===== config.mk =====
export PLATFORM = sky130hd
export DESIGN_NAME = serial_subtractor
export DESIGN_NICKNAME = d
export VERILOG_FILES = /design/src/rtl/serial_subtractor.sv
export SDC_FILE = /design/constraint.sdc
export NUM_CORES = 1
export LEC_CHECK = 0
export CAP_MARGIN = 10
export CORE_MARGIN = 2
export CORE_UTILIZATION = 31
export DETAILED_ROUTE_END_ITERATION = 16
export GPL_TIMING_DRIVEN = 1
export PLACE_DENSITY = 0.49
export SYNTH_ARGS = -nofsm -noshare
export SYNTH_HDL_FRONTEND = slang
export SYNTH_SLANG_ARGS = --single-unit

===== constraint.sdc =====
create_clock -name clk -period 2 [get_ports clk]
set_input_delay 0.2 -clock clk [delete_from_list [all_inputs] [get_ports clk]]
set_output_delay 0.2 -clock clk [all_outputs]
set_load 0.1 [all_outputs]

===== src/rtl/serial_subtractor.sv =====
// Bit-serial two's-complement subtractor: D = A - B - Bin, one bit per clock,
// LSB first, with a start/busy/done handshake.
module serial_subtractor #(
    parameter int WIDTH = 8
) (
    input  logic             clk,
    input  logic             rst_n,
    input  logic             start,
    input  logic [WIDTH-1:0] A,
    input  logic [WIDTH-1:0] B,
    input  logic             Bin,
    output logic             busy,
    output logic             done,
    output logic [WIDTH-1:0] D,
    output logic             Bout,
    output logic             V
);

    localparam int CW = $clog2(WIDTH + 1);
    localparam logic [CW-1:0] LAST = CW'(WIDTH - 1);

    typedef enum logic [1:0] {
        S_IDLE,
        S_RUN,
        S_DONE
    } state_t;

    state_t           state_q;
    logic [WIDTH-1:0] a_q;
    logic [WIDTH-1:0] b_q;
    logic [WIDTH-1:0] res_q;
    logic [CW-1:0]    cnt_q;
    logic             borrow_q;
    logic             sa_q;
    logic             sb_q;
    logic             busy_q;
    logic             done_q;
    logic [WIDTH-1:0] d_q;
    logic             bout_q;
    logic             v_q;

    logic             diff_bit;
    logic             borrow_d;
    logic [WIDTH-1:0] res_d;

    always_comb begin
        diff_bit = a_q[0] ^ b_q[0] ^ borrow_q;
        borrow_d = (~a_q[0] & b_q[0]) | (~(a_q[0] ^ b_q[0]) & borrow_q);
        res_d    = {diff_bit, res_q[WIDTH-1:1]};
    end

    always_ff @(posedge clk or negedge rst_n) begin
        if (!rst_n) begin
            state_q  <= S_IDLE;
            a_q      <= '0;
            b_q      <= '0;
            res_q    <= '0;
            cnt_q    <= '0;
            borrow_q <= 1'b0;
            sa_q     <= 1'b0;
            sb_q     <= 1'b0;
            busy_q   <= 1'b0;
            done_q   <= 1'b0;
            d_q      <= '0;
            bout_q   <= 1'b0;
            v_q      <= 1'b0;
        end else begin
            unique case (state_q)
                S_IDLE: begin
                    if (start) begin
                        a_q      <= A;
                        b_q      <= B;
                        borrow_q <= Bin;
                        cnt_q    <= '0;
                        sa_q     <= A[WIDTH-1];
                        sb_q     <= B[WIDTH-1];
                        busy_q   <= 1'b1;
                        state_q  <= S_RUN;
                    end
                end
                S_RUN: begin
                    a_q      <= a_q >> 1;
                    b_q      <= b_q >> 1;
                    borrow_q <= borrow_d;
                    res_q    <= res_d;
                    cnt_q    <= cnt_q + 1'b1;
                    if (cnt_q == LAST) begin
                        // Publish the result on the same edge the last bit lands.
                        d_q     <= res_d;
                        bout_q  <= borrow_d;
                        v_q     <= (sa_q != sb_q) && (res_d[WIDTH-1] != sa_q);
                        busy_q  <= 1'b0;
                        done_q  <= 1'b1;
                        state_q <= S_DONE;
                    end
                end
                S_DONE: begin
                    done_q  <= 1'b0;
                    state_q <= S_IDLE;
                end
                default: begin
                    busy_q  <= 1'b0;
                    done_q  <= 1'b0;
                    state_q <= S_IDLE;
                end
            endcase
        end
    end

    assign busy = busy_q;
    assign done = done_q;
    assign D    = d_q;
    assign Bout = bout_q;
    assign V    = v_q;

endmodule


==> results <==
- The run finished with clean final reports.
- The share of the Yosys chip area taken by registers is 0.563.
- CTS placed an instance of sky130_fd_sc_hd__clkbuf_8 at the clock tree root.
- The height of the die is 83.4 um.
- The number of cells on the worst reg-to-reg path is 4.
- The worst stage delay on the critical path is 0.49 ns.
- The die covers 6960 um^2.
- The clock buffer count from CTS is 5.
- The number of setup buffers added after CTS is 0.
- The commonest cells after synthesis are sky130_fd_sc_hd__dfrtp_1 (44), sky130_fd_sc_hd__nand2_1 (32), sky130_fd_sc_hd__o21ai_0 (17), sky130_fd_sc_hd__a22oi_1 (13), sky130_fd_sc_hd__a21oi_1 (9).
- The final antenna diode count is 0.
- The overall global routing resource usage is 0.127.
- VDD sags by at most 1.15 mV.
- Of the post-synthesis cell area, the part taken by muxes is 0.0793.
- The hold buffer count at CTS is 1.
- The analysis attributes to net switching a power of 2.08 mW.
- Measured against its own limit, the worst slew margin works out to 0.329.
- The maximum number of buffers from clock root to sink is 2.
- The synthesized design spends more area on one cell type than any other, namely sky130_fd_sc_hd__dfrtp_1.
- At the end of routability-driven placement, the weighted congestion stood at 0.782.
- The initial cell density of the core is 0.325.
- The actual transition at the worst max-transition pin is around 1 ns.
- In this run, synthesis inferred 0 flip-flops with an integrated enable.
- The cell at the slowest stage of the critical path is sky130_fd_sc_hd__fa_1.
- The number of endpoints failing setup at the final stage is 0.
- The floorplan has 28 rows.
- The worst setup slack after placement is 0.187 ns.
- The net count of the finished layout is 233.
- The post-detailed-routing wire length is 4190 um.
- The minimum clock period after layout is 1.68 ns.
- The adder and majority cell fraction of the synthesized area is 0.0166.
- The class of the most critical hold timing path is primary input to asynchronous set/reset pin.
- The post-synthesis instance area is between 1500 and 2000 um^2.
- The maximum clock rate is 0.595 GHz.
- The iteration-0 DRC count of the detailed router is 50.
- After detailed routing, the number of remaining DRC violations is 0.
- Between clock sinks in the finished design, the worst skew comes to roughly 0.013 ns.
- By area, the combinational part of the netlist is dominated by compound AO/OA/AOI/OAI gates.
- Including well taps, the total number of placed cells is between 200 and 300.
- The count of nets left with antenna violations once routing finished came out at 0.
- The share of total power dissipated in combinational logic is 0.513.
- The first-pass GRT wire length is between 7000 and 8000 um.
- The post-route clock period utilization is 0.841.
- The synthesized design contains 44 register bits.
- Of the total synthesized cell area, the portion taken by XOR and XNOR cells is 0.
- TritonCTS built the clock tree.
- After synthesis, the mean cell area works out to between 10 and 15 um^2.
- The number of top-level design ports is 32.
- Counting every instance in the synthesized netlist gives 177.
- Power spread over the standard cell area amounts to 1820 nW/um^2.
- Of the cells placed in the final design, the portion with a size suffix greater than 1 is 0.189.
- Leaving out filler cells and counting taps, the final layout contains 287.
- The share of total power dissipated in sequential elements is 0.354.
- The number of buffers inserted by port buffering is 31.
- Setup repair after global routing left no endpoint under its margin.
- Of the total power, the clock network draws 0.132.
- The leading cell type by number of instances after synthesis is sky130_fd_sc_hd__dfrtp_1.
- In this run the number of H-tree levels came out at 2.
- The overall power of the completed layout is approximately 4.4 mW.
- Dividing the detail-routed wire length by the instance count gives 14.6 um.
- Summed over all layers, the global routing overflow is 0.
- The number of unique standard cell types used by synthesis is 32.
- The data arrival time of the critical path is roughly 1.9 ns.
- The synthesis-to-finish area growth is 24.0%.
- The number of clock sinks seen by CTS is 44.
- Walking the worst path, the cells encountered are inv_1 > fa_1 > or3b_2 > a31oi_1.
- STA classifies the critical path startpoint as a flop.
- Of the total power, the share spent switching nets is 0.472.
- The sort of element at the end of the critical path is a flop.
- The initial antenna violation count is 0.
- The total internal power is 2.33 mW.
- The category of the most critical setup path is flop to flop.
- The aggregate negative setup slack is 0 ns.
- The width of the die is 83.4 um.
- In this run the standard cell core region covers 6030 um^2.
- For this run, global-route usage on met1 was measured as 0.162.
- After clock tree synthesis, the clock-pin slew on the worst setup and hold paths is approximately 0.08 ns.
- The commonest register cell after synthesis is sky130_fd_sc_hd__dfrtp_1.
- The pin count of the biggest net entering global routing is 26.
- The later pin in the worst-skew pair is clocked with a latency of 0.30 ns.
- Data on the critical path is required at its endpoint by 2.22 ns.
- The count of final hold-check violations is 0.
- After detailed routing, the number of vias per cell comes to roughly 4.9.
- The synthesized-area fraction occupied by and/or/nand/nor cells is 0.133.
- Yosys printed 0 warnings.
- Setup slack closes at 0.318 ns.
- The via count of the routed design is 1413.
- In the global route stage, met3 resource usage came out at 0.0417.
- The peak fanout along the critical path is 4.
- The met2 usage is 0.207.
- The via count of the first global-routing pass is 1439.
- In the synthesized netlist the async set-or-reset flop fraction comes to 1.00.
- The number of detailed-routing iterations run before antenna repair is 4.
- The layer with the highest usage is met2.
- The HPWL after detailed placement is between 2000 and 3000 um.
- Of the post-synthesis cell area, the dominant cell type holds 0.563.
- The number of slew-limit violations in the final report was 0.
- The max-capacitance violation count is 0.
- The post-synthesis net count is 199.
- The post-CTS resize count is 0.
- The leakage power figure is 1.10 nW.
- After synthesis, the cell types taking the most area are sky130_fd_sc_hd__dfrtp_1 (56%), sky130_fd_sc_hd__nand2_1 (6.1%), sky130_fd_sc_hd__a22oi_1 (5.0%).
- The post-synthesis compound-gate area fraction is 0.163.
cells by family after synthesis:
kind of cell	Yosys count
and+or+nand+nor	52
muxes	12
DFF	44
adders and majority gates	2
AOI/OAI and AO/OA	50
buffers and inverters	17
per-stage QoR:
| step | util | hold slack (ns) | cell area (um^2) |
|---|---|---|---|
| 6_report | 0.402 | 0.420 | 2420 |
| 5_1_grt | 0.402 | 0.472 | 2420 |
| 4_1_cts | 0.402 | 0.441 | 2420 |
| 3_5_place_dp | 0.385 | 0.222 | 2320 |
| 3_3_place_gp | 0.385 | 0.223 | 2320 |
| 2_1_floorplan | - | -0.0956 | 1960 |
critical path, delay by kind of cell (launching register included):
kind / cells / cell delay (ns)
AOI/OAI and AO/OA: 1 / 0.17
buffers and inverters: 1 / 0.10
and+or+nand+nor: 1 / 0.46
adders and majority gates: 1 / 0.49
DFF: 1 / 0.38
power by group through the flow:
stage	logic, mW	clock network, mW	registers (mW)
finish	2.26	0.584	1.56
global route	2.46	0.646	1.62
CTS	2.29	0.606	1.57
detailed placement	2.29	0	1.58
global placement	2.24	0	1.57
floorplan	1.01	0	2.31
layout by cell type (no fill, tap or decap), types with 5 or more instances in the layout:
cell type / instances
sky130_fd_sc_hd__a21oi_1: 9
sky130_fd_sc_hd__a22oi_1: 13
sky130_fd_sc_hd__buf_4: 18
sky130_fd_sc_hd__clkbuf_8: 6
sky130_fd_sc_hd__clkdlybuf4s50_1: 18
sky130_fd_sc_hd__dfrtp_1: 44
sky130_fd_sc_hd__inv_1: 5
sky130_fd_sc_hd__mux2_4: 6
sky130_fd_sc_hd__nand2_1: 32
sky130_fd_sc_hd__nor2b_1: 8
sky130_fd_sc_hd__o21ai_0: 17
layer usage:
layer / share of wire / wire length (um)
met1: 0.47 / 1960
met2: 0.47 / 1970
met3: 0.045 / 189
met4: 0.018 / 75
met5: 0 / 0
final timing paths:
path | start | to | slack (ns)
max in group asynchronous | rst_n | cnt_q[1]$_DFFE_PN0P_ | 1.08
setup / recovery | b_q[0]$_DFFE_PN0P_ | V$_DFFE_PN0P_ | 0.32
hold reg to reg | res_q[1]$_DFFE_PN0P_ | res_q[1]$_DFFE_PN0P_ | 0.49
hold / removal | rst_n | D[0]$_DFFE_PN0P_ | 0.42
min in group clk | res_q[1]$_DFFE_PN0P_ | res_q[1]$_DFFE_PN0P_ | 0.49
setup reg to reg | b_q[0]$_DFFE_PN0P_ | V$_DFFE_PN0P_ | 0.32
state kept, by name, indices dropped and copies added (netlist names):
signal    flops
D             8
sb_q          1
busy          1
state_q       2
res_q         7
Bout          1
b_q           8
done          1
a_q           8
sa_q          1
borrow_q      1
V             1
cnt_q         4
layout make-up:
class	count	area [um^2]
clock inverters	1	7.51
clock buffers	7	86.3
well taps	75	93.8
inverters	5	18.8
multi-input cells	116	767
flip-flops and latches	44	1100
repair buffers	39	350
fillers	605	3600
Power figures use the tool's default switching activity.
